File: src/rtl/sc_regpoint_cmdgen.sv
// Command generator for the one-hot point register: turns left/right/start requests into
// single-cycle shift/clear commands with edge suppression and hold-to-repeat.
//
// state  | meaning
// IDLE   | no request being serviced; a new press is evaluated here
// HOLD_L | left held after a step toward MSB; counting to the next repeat
// HOLD_R | right held after a step toward LSB; counting to the next repeat
// CLEAR  | clear issued; waiting for start release
module sc_regpoint_cmdgen #(
    parameter int RegPOINTCMD_DATAWIDTH   = 8,
    parameter int RegPOINTCMD_REPEATDELAY = 25000000,
    parameter int RegPOINTCMD_REPEATRATE  = 12500000,
    parameter int RegPOINTCMD_COUNTWIDTH  = 25
) (
    input  logic                             SC_RegPOINTCMD_CLOCK_50,
    input  logic                             SC_RegPOINTCMD_RESET_InLow,
    input  logic                             SC_RegPOINTCMD_left_InLow,
    input  logic                             SC_RegPOINTCMD_right_InLow,
    input  logic                             SC_RegPOINTCMD_start_InLow,
    input  logic [RegPOINTCMD_DATAWIDTH-1:0] SC_RegPOINTCMD_point_InBUS,
    output logic [1:0]                       SC_RegPOINTCMD_shiftselection_Out,
    output logic                             SC_RegPOINTCMD_clear_OutLow,
    output logic                             SC_RegPOINTCMD_blocked_Out
);

    typedef enum logic [1:0] {IDLE, HOLD_L, HOLD_R, CLEAR} stateType;

    localparam logic [1:0] SHIFT_NONE = 2'b00;
    localparam logic [1:0] SHIFT_MSB  = 2'b01;
    localparam logic [1:0] SHIFT_LSB  = 2'b10;

    localparam logic [RegPOINTCMD_COUNTWIDTH-1:0] DELAY_LOAD =
        RegPOINTCMD_COUNTWIDTH'(RegPOINTCMD_REPEATDELAY - 1);
    localparam logic [RegPOINTCMD_COUNTWIDTH-1:0] RATE_LOAD =
        RegPOINTCMD_COUNTWIDTH'(RegPOINTCMD_REPEATRATE - 1);
    localparam logic [RegPOINTCMD_COUNTWIDTH-1:0] COUNT_ONE = RegPOINTCMD_COUNTWIDTH'(1);
    localparam logic [RegPOINTCMD_DATAWIDTH-1:0]  POINT_ONE = RegPOINTCMD_DATAWIDTH'(1);

    stateType                          stateReg, stateNext;
    logic [RegPOINTCMD_COUNTWIDTH-1:0] counterReg, counterNext;
    logic [1:0]                        shiftReg, shiftNext;
    logic                              clearReg, clearNext;
    logic                              blockedReg, blockedNext;

    logic startReq, leftOnly, rightOnly;
    logic pointOneHot, canMsb, canLsb;

    assign startReq  = ~SC_RegPOINTCMD_start_InLow;
    assign leftOnly  = ~SC_RegPOINTCMD_left_InLow & SC_RegPOINTCMD_right_InLow;
    assign rightOnly = SC_RegPOINTCMD_left_InLow & ~SC_RegPOINTCMD_right_InLow;

    // A corrupted readback (zero or several bits) blocks both directions.
    assign pointOneHot = (SC_RegPOINTCMD_point_InBUS != '0) &&
                         ((SC_RegPOINTCMD_point_InBUS &
                           (SC_RegPOINTCMD_point_InBUS - POINT_ONE)) == '0);
    assign canMsb = pointOneHot & ~SC_RegPOINTCMD_point_InBUS[RegPOINTCMD_DATAWIDTH-1];
    assign canLsb = pointOneHot & ~SC_RegPOINTCMD_point_InBUS[0];

    always_ff @(posedge SC_RegPOINTCMD_CLOCK_50 or negedge SC_RegPOINTCMD_RESET_InLow) begin
        if (!SC_RegPOINTCMD_RESET_InLow) begin
            stateReg   <= IDLE;
            counterReg <= '0;
            shiftReg   <= SHIFT_NONE;
            clearReg   <= 1'b1;
            blockedReg <= 1'b0;
        end else begin
            stateReg   <= stateNext;
            counterReg <= counterNext;
            shiftReg   <= shiftNext;
            clearReg   <= clearNext;
            blockedReg <= blockedNext;
        end
    end

    always_comb begin
        stateNext   = stateReg;
        counterNext = counterReg;
        shiftNext   = SHIFT_NONE;
        clearNext   = 1'b1;
        blockedNext = 1'b0;
        unique case (stateReg)
            IDLE: begin
                counterNext = '0;
                if (startReq) begin
                    stateNext = CLEAR;
                    clearNext = 1'b0;
                end else if (leftOnly) begin
                    stateNext   = HOLD_L;
                    counterNext = DELAY_LOAD;
                    if (canMsb) shiftNext = SHIFT_MSB;
                    else        blockedNext = 1'b1;
                end else if (rightOnly) begin
                    stateNext   = HOLD_R;
                    counterNext = DELAY_LOAD;
                    if (canLsb) shiftNext = SHIFT_LSB;
                    else        blockedNext = 1'b1;
                end
            end
            HOLD_L: begin
                if (startReq) begin
                    stateNext   = CLEAR;
                    counterNext = '0;
                    clearNext   = 1'b0;
                end else if (leftOnly) begin
                    if (counterReg == '0) begin
                        counterNext = RATE_LOAD;
                        if (canMsb) shiftNext = SHIFT_MSB;
                        else        blockedNext = 1'b1;
                    end else begin
                        counterNext = counterReg - COUNT_ONE;
                    end
                end else begin
                    stateNext   = IDLE;
                    counterNext = '0;
                end
            end
            HOLD_R: begin
                if (startReq) begin
                    stateNext   = CLEAR;
                    counterNext = '0;
                    clearNext   = 1'b0;
                end else if (rightOnly) begin
                    if (counterReg == '0) begin
                        counterNext = RATE_LOAD;
                        if (canLsb) shiftNext = SHIFT_LSB;
                        else        blockedNext = 1'b1;
                    end else begin
                        counterNext = counterReg - COUNT_ONE;
                    end
                end else begin
                    stateNext   = IDLE;
                    counterNext = '0;
                end
            end
            CLEAR: begin
                counterNext = '0;
                if (!startReq) stateNext = IDLE;
            end
            default: begin
                stateNext   = IDLE;
                counterNext = '0;
            end
        endcase
    end

    assign SC_RegPOINTCMD_shiftselection_Out = shiftReg;
    assign SC_RegPOINTCMD_clear_OutLow       = clearReg;
    assign SC_RegPOINTCMD_blocked_Out        = blockedReg;

endmodule

File: config.mk
export PLATFORM = sky130hd
export DESIGN_NAME = sc_regpoint_cmdgen
export DESIGN_NICKNAME = d
export VERILOG_FILES = /design/src/rtl/sc_regpoint_cmdgen.sv
export SDC_FILE = /design/constraint.sdc
export NUM_CORES = 1
export LEC_CHECK = 0
export CORE_ASPECT_RATIO = 0.8
export CORE_UTILIZATION = 50
export DETAILED_ROUTE_END_ITERATION = 16
export MAX_ROUTING_LAYER = met4
export PLACE_DENSITY_LB_ADDON = 0.2
export SLEW_MARGIN = 30
export SYNTH_ARGS = -nofsm -noshare
export SYNTH_HDL_FRONTEND = slang
export SYNTH_SLANG_ARGS = --single-unit
File: constraint.sdc
create_clock -name SC_RegPOINTCMD_CLOCK_50 -period 5.3 [get_ports SC_RegPOINTCMD_CLOCK_50]
set_input_delay 0.53 -clock SC_RegPOINTCMD_CLOCK_50 [delete_from_list [all_inputs] [get_ports SC_RegPOINTCMD_CLOCK_50]]
set_output_delay 0.53 -clock SC_RegPOINTCMD_CLOCK_50 [all_outputs]
set_load 0.01 [all_outputs]
# Word level (Yosys, flattened, before mapping)
# Index checks and enable logic that the tools add are counted.
[word_totals]
regBits = 31
inputBits = 13
elab_cells = 74
[classes]
n_addsub = 2
n_eq_ne = 7
mux = 44
bitwise = 9
reduce_logical = 7
[ops]
columns = ["cell", "n"]
rows = [
  ["2-to-1 mux 25 bit", 8],
  ["one-hot mux 25 bit (4 select lines)", 1],
  ["2-to-1 mux 2 bit", 15],
  ["logical NOT 25 bit", 1],
  ["subtractor 25 x 1 -> 25 bit, second input constant", 1],
  ["2-to-1 mux 1 bit", 17],
  ["bitwise AND 8 bit", 1],
  ["logical NOT 8 bit", 1],
  ["one-hot mux 2 bit (4 select lines)", 1],
  ["nonzero test 8 bit", 1],
  ["subtractor 8 x 1 -> 8 bit, second input constant", 1],
  ["inequality test 3 bit, second input constant", 2],
  ["one-hot mux 2 bit (3 select lines)", 1],
  ["bitwise AND 1 bit", 4],
  ["== test 2 bit, second input constant", 2],
  ["inequality test 4 bit, second input constant", 1],
  ["NOT 1 bit", 4],
  ["AND reduction 4 bit", 1],
  ["one-hot mux 1 bit (3 select lines)", 1],
  ["OR reduction 3 bit", 1],
  ["== test 2 x 1 -> 1 bit, second input constant", 1],
  ["logical NOT 2 bit", 1],
  ["inequality test 2 bit, second input constant", 1],
  ["logical AND 1 bit", 1],
]

# Depth between registers and ports, before layout
# Gate-level depths: netlist of run 1.
[depth]
depth_word = 10
depth_mapped = 8
mapped_depth_nobuf = 8

# Worst setup path after synthesis of run 1
# OpenSTA, ideal clock, no wires.
[synth_timing]
kind = "input-to-reg"
start = "in SC_RegPOINTCMD_point_InBUS[3]"
end = "reg blockedReg, in the netlist SC_RegPOINTCMD_blocked_Out"
arrival_ns = 2.329
required_ns = 5.180
slack_ns = 2.851
path_stages = 6
n_path_buf = 0
path_cell_list = "or4_1 > o21ai_0 > or4b_2 > o311ai_0 > a211oi_1 > a41o_1"
[synth_via]
elab_chain_cells = 10
word_cells_on_any_way = 19
cone_classes = "add/sub: 1; mux: 12; bitwise: 3; reduce/logical: 3"
[synth_lines]
columns = ["element", "line", "rtl"]
rows = [
  ["from (decl)", "20", "input logic [RegPOINTCMD_DATAWIDTH-1:0] SC_RegPOINTCMD_point_InBUS,"],
  ["subtractor 8 x 1 -> 8 bit", "55", "(SC_RegPOINTCMD_point_InBUS - POINT_ONE)) == '0);"],
  ["bitwise AND 8 bit", "54", "((SC_RegPOINTCMD_point_InBUS &"],
  ["logical NOT 8 bit", "54", ""],
  ["logical AND 1 bit *", "53", "assign pointOneHot = (SC_RegPOINTCMD_point_InBUS != '0) &&"],
  ["bitwise AND 1 bit, on equally long branches", "57, 56", ""],
  ["2-to-1 mux 1 bit, on equally long branches", "--", ""],
  ["2-to-1 mux 1 bit, on equally long branches", "123, 105, 92", ""],
  ["2-to-1 mux 1 bit, on equally long branches", "122, 104, 87", ""],
  ["2-to-1 mux 1 bit, on equally long branches", "118, 100, 84", ""],
  ["one-hot mux 1 bit (3 select lines) *", "81", "unique case (stateReg)"],
  ["via blockedNext", "43", "logic blockedReg, blockedNext;"],
  ["to (signal assigned)", "71", "blockedReg <= blockedNext;"],
  ["to (decl)", "43", ""],
]
# The timed path passes the listed nets; every way through them passes the cells marked *.
# A chain may end at the register's enable or synchronous reset.

# Worst setup path in the final report of run 1
# Same ends and word-level chain as after synthesis.

==> metrics, run 1 <==
Post-CTS Repair Setup Buffers 0; Starting Density 0.538; pin count of the biggest net entering global routing 32; Pleak 1.01 nW; WL/cell 14.7 µm; Residual DRC 0; Synth cell types 43; CTS hold repair buffers 0; Crit path required time 5460 ps; share of layout cells above drive strength 1 0.0925; crit path max fanout 5; Post-DP HPWL 2910 µm; Worst Setup End Kind flop; #FFs+latches synth 31; Layout area overhead 15.1%; Hold/Removal Path Class flop to flop; peak supply drop 376 µV; Synth Area per Inst 9.15 µm²; Inserted Clock Buffers 5; CTS root buffer clkbuf_8; CP Class input pin to flop; Post-synth EDFFs 0; vias in the first global route 1451; final core occ 0.619; Netlist Area Pre-Place 1890 µm²; Vias 1539; gr usage total 0.227; htree depth 2; Final Net Count 248; initial antenna violation count 0; Setup TNS 0 ps; Clock transition at path regs 60 ps; area post-placement 2080 µm²; Crit path arrival time 2930 ps; Gate Count Post-Synth 207; drt pass-1 iters 8; clk_lat worst skew 280 ps; chip width 70.8 µm; core footprint 3520 µm²; row count 19; RSZ-0062 raised after global routing no; asr flop ratio synth 1.00; Worst setup SP type input pin; first-pass GRT wire length 6820 µm; ranking of synthesized cells by area dfrtp_1 40%, ha_1 5.9%, o21ai_0 4.5%; die area 4040 µm²; Final Hold Viols 0; Final Critical Period 2770 ps; prevailing post-synth register cell dfrtp_1; post-CTS sizing 0; top-area cell type share of the netlist area 0.397; Max Cap Viol 0; Die Height 57.0 µm; outcome complete, no violations; GP Congestion 0.927; Worst Hold Slack 507 ps; Routed WL 3970 µm; CTS tree built; CTS sink cnt 31; sequential-to-total area share from yosys stat 0.410; fin area 2180 µm²; fin crit share 0.523; Final setup viols 0; Power Density 619 nW/µm²; Via density 5.72; clock buffer depth 2; I/O pin cnt 17; Filler cells 309; Synth area leader dfrtp_1; slew margin rel. 0.503; slew at the pin closest to its max-slew limit 743 ps; Iteration-0 DRC Markers 70; Post-DRT Antenna Nets 0; IO Port Bufs 16; syn_nets 229; n_diodes 0; YS warnings 0; total gr overflow 0; Slew Viols, Final 0; Fmax 361 MHz; Setup Skew 6.23 ps
## path summary, 6_finish.rpt
kind / cells after the start / endpoint / from / slack [ps]
setup / recovery: 7 / SC_RegPOINTCMD_blocked_Out / SC_RegPOINTCMD_point_InBUS[3] / 2530
hold / removal: 1 / counterReg[23] / counterReg[23] / 510
setup reg to reg: 6 / SC_RegPOINTCMD_shiftselection_Out[0] / counterReg[5] / 2750
hold reg to reg: 1 / counterReg[23] / counterReg[23] / 510
max in group asynchronous: 2 / SC_RegPOINTCMD_clear_OutLow / SC_RegPOINTCMD_RESET_InLow / 4330
min in group asynchronous: 2 / counterReg[5] / SC_RegPOINTCMD_RESET_InLow / 650
## synthesized netlist by cell type, types with 2 or more instances
master / number
inv_1: 8
a211oi_1: 5
o21ai_0: 17
nand3_1: 6
nor2b_1: 3
buf_6: 2
o21ai_1: 2
clkbuf_1: 3
nor4_1: 5
or4_1: 3
or4_4: 2
a31oi_1: 4
nor3_1: 10
a21oi_1: 10
nand3b_1: 2
or4b_2: 2
ha_1: 9
or3b_1: 2
or2_2: 4
xnor2_1: 9
xor2_1: 7
and2_1: 2
nand2_1: 16
nand2b_1: 5
dfrtp_1: 30
nor2_1: 22
## layer usage
layer  track usage  share of wire
met1         0.318           0.53
met2         0.328           0.43
met3        0.0565          0.029
met4        0.0657         0.0096
met5             -              0
## per-stage QoR
step	std cells	total power, mW	worst slack (ps)
after global placement	261	1.12	2340
after floorplan	207	1.02	2850
after detailed placement	261	1.14	2250
after CTS	269	1.35	2540
after global routing	269	1.47	2380
final	269	1.35	2530
## sequential cells by signal (all words and copies together), names as in the netlist
signal and flops:
stateReg 2, SC_RegPOINTCMD_blocked_Out 1, SC_RegPOINTCMD_clear_OutLow 1, SC_RegPOINTCMD_shiftselection_Out 2, counterReg 25
## logic make-up (layout without fill, tap and decap cells)
kind of cell | count (synthesis) | in the layout | synth area share
compound gates | 47 | 47 | 0.151
buf+inv | 13 | 33 | 0.0337
fa+ha+maj | 9 | 9 | 0.0595
simple gates | 91 | 91 | 0.272
flops | 31 | 31 | 0.410
xor+xnor | 16 | 16 | 0.0740
## placed cells by master, fill, tap and decap left out, types with 3 or more instances in the layout
cell type	netlist	final
dfrtp_1	30	30
nor2_1	22	22
o21ai_0	17	17
nand2_1	16	16
clkdlybuf4s50_1	0	16
nor3_1	10	10
a21oi_1	10	10
xnor2_1	9	9
ha_1	9	9
inv_1	8	8
xor2_1	7	7
clkbuf_8	0	7
nand3_1	6	6
nor4_1	5	5
nand2b_1	5	5
a211oi_1	5	5
or2_2	4	4
a31oi_1	4	4
or4_1	3	3
nor2b_1	3	3
## power by group
| group | internal (mW) | switching (mW) |
|---|---|---|
| registers | 0.294 | 0.0573 |
| clock network | 0.118 | 0.0827 |
| logic | 0.327 | 0.469 |
| total | 0.740 | 0.609 |
## cell type report
| class | instances | area [µm²] | share of cell area |
|---|---|---|---|
| flip-flops and latches | 31 | 777 | 0.356 |
| well taps | 42 | 52.6 | 0.0241 |
| multi-input cells | 163 | 1050 | 0.483 |
| clock buffers | 8 | 100 | 0.0459 |
| inverters | 8 | 30.0 | 0.0138 |
| repair buffers | 17 | 168 | 0.0769 |
## critical path, stage by stage
cell	delay, ps
clkdlybuf4s50_1	440
or4_1	620
o21ai_0	230
or4b_2	620
o311ai_0	140
a211oi_1	130
a41o_1	210
(Power assumes the default switching activity.)
==> run 2, diff against run 1 <==
- clock period: 5.3 -> 2.4 ns (I/O delays scaled with it)
==> metrics, run 2 (synthesis results as in run 1) <==
outcome finished, violations left; failing checks design-rule violations; Comb power frac 0.620 (+0.030); clk_lat worst skew 280 ps (about the same); worst-case reg-to-reg path depth 6 (unchanged); Inserted Clock Buffers 5 (unchanged); CTS root buffer clkbuf_8; Largest Register counterReg; Starting Density 0.538 (unchanged); commonest non-fill, non-tap cells in the layout 30 x dfrtp_1, 21 x nor2_1, 17 x buf_4; Pleak 1.10 nW (+9.2%); Post-DP HPWL 3250 µm (+12%); Power Density 1460 nW/µm² (+140%); Hold/Removal Path Class input pin to asynchronous set/reset pin; Clock transition at path regs 70 ps (about the same); initial antenna violation count 0 (unchanged); RSZ-0062 raised after global routing yes; share of layout cells above drive strength 1 0.177 (+0.0844); Final setup viols 0 (unchanged); Via density 5.84 (+2.0%); clock buffer depth 2 (unchanged); Post-CTS Repair Setup Buffers 0 (unchanged); CTS sink cnt 31 (unchanged); core footprint 3520 µm² (unchanged); Slew Viols, Final 0 (unchanged); routed metal-1 wire length 2130 µm (+0.47%); Worst setup SP type input pin; peak supply drop 832 µV (+120%); CTS tree built; slew at the pin closest to its max-slew limit 467 ps (-276 ps); Sw Ratio 0.438 (-0.0138); Crit path required time 2570 ps (-2890 ps); overall power 3.42 mW (+150%); die area 4040 µm² (unchanged); pin count of the biggest net entering global routing 32 (unchanged); Final Net Count 264 (+6.5%); total gr overflow 0 (unchanged); Layout area overhead 23.5%; IO Port Bufs 16 (unchanged); row count 19 (unchanged); Met2 Wirelength 2100 µm (+25%); Worst Setup End Kind flop; fin crit share 0.981; chip width 70.8 µm (unchanged); WL/cell 15.6 µm (+5.9%); htree depth 2 (unchanged); slew margin rel. 0.685 (+0.182); drt pass-1 iters 10 (+2); Crit path arrival time 2530 ps (-400 ps); GP Congestion 0.947 (+2.2%); Setup TNS 0 ps (unchanged); CP Class input pin to flop; Max Used Layer met4; crit path max fanout 5 (unchanged); commonest non-fill, non-tap cell in the layout dfrtp_1; I/O pin cnt 17 (unchanged); Post-DRT Antenna Nets 0 (unchanged); routed wl met3 183 µm (+58%); vias in the first global route 1593 (+9.8%); Iteration-0 DRC Markers 130 (+86%); Fmax 425 MHz; gr usage total 0.243 (+0.0154); register share of total power 0.226 (-0.035); Clk network pwr share 0.154 (+0.005); n_diodes 0 (unchanged); Routed WL 4450 µm (+12%); Vias 1663 (+8.1%); Die Height 57.0 µm (unchanged); Int Pwr 1.92 mW (+160%); Max Cap Viol 0 (unchanged); sw power 1.50 mW (+150%); Final Critical Period 2360 ps; Setup Skew 9.82 ps (+3.59 ps); Residual DRC 2 (+2); max reg flops 25 (unchanged); Final Hold Viols 0 (unchanged); first-pass GRT wire length 7310 µm (+7.2%)
==> run 2: cell count changes in the layout (fill, tap and decap cells not counted), sizes merged <==
| cell | delta |
|---|---|
| clkbuf | -2 |
| buf | +16 |
| bufinv | +1 |
| clkinv | +1 |
==> run 2: routing by layer <==
layer / vias up / track usage
met3: 2 / 0.0495
met5: - / -
met4: 0 / 0.0743
met2: 36 / 0.375
li1: 813 / -
met1: 812 / 0.326
==> run 2: area by class of cell <==
cell class | count | area [µm²]
flip-flops and latches | 31 | 777
multi-input cells | 163 | 1070
fillers | 295 | 1180
clock buffers | 6 | 82.6
repair buffers | 33 | 288
inverters | 8 | 30.0
well taps | 42 | 52.6
clock inverters | 2 | 35.0
==> run 2: through the flow <==
stage	std cells	area, µm²	hold slack (ps)	setup slack [ps]	utilization
3_3_place_gp	277	2200	475	-242	0.625
5_1_grt	285	2340	395	-14.2	0.665
2_1_floorplan	207	1890	-55.6	72.4	-
4_1_cts	285	2320	348	15.1	0.660
6_report	285	2340	341	44.6	0.665
3_5_place_dp	277	2200	482	-349	0.625
==> run 2: final timing paths <==
path	slack [ps]	from	to
max in group asynchronous	1730	SC_RegPOINTCMD_RESET_InLow	SC_RegPOINTCMD_clear_OutLow
min reg2reg	490	counterReg[23]	counterReg[23]
max reg2reg	70	counterReg[17]	counterReg[17]
max	40	SC_RegPOINTCMD_point_InBUS[3]	SC_RegPOINTCMD_blocked_Out
min	340	SC_RegPOINTCMD_RESET_InLow	counterReg[2]
min in group SC_RegPOINTCMD_CLOCK_50	490	counterReg[23]	counterReg[23]
==> run 2: power groups by stage <==
stage / Clock [mW] / Sequential, mW / Combinational [mW]
CTS: 0.536 / 0.770 / 2.04
floorplan: 0 / 0.757 / 1.49
finish: 0.528 / 0.773 / 2.12
global route: 0.557 / 0.789 / 2.32
global placement: 0 / 0.769 / 1.91
detailed placement: 0 / 0.778 / 2.02
==> run 2: timing repair <==
action	CTS	global route
gates resized for setup	2	5
hold buffers	0	0
setup endpoints to repair	1	4
pin swaps	0	1
==> run 2: worst max-delay path, cell delays in order <==
cell	delay (ps)
clkdlybuf4s50_1	440
or4_4	590
or4b_4	520
or3b_1	360
nand3_1	80
o21ai_0	70
a41o_1	230
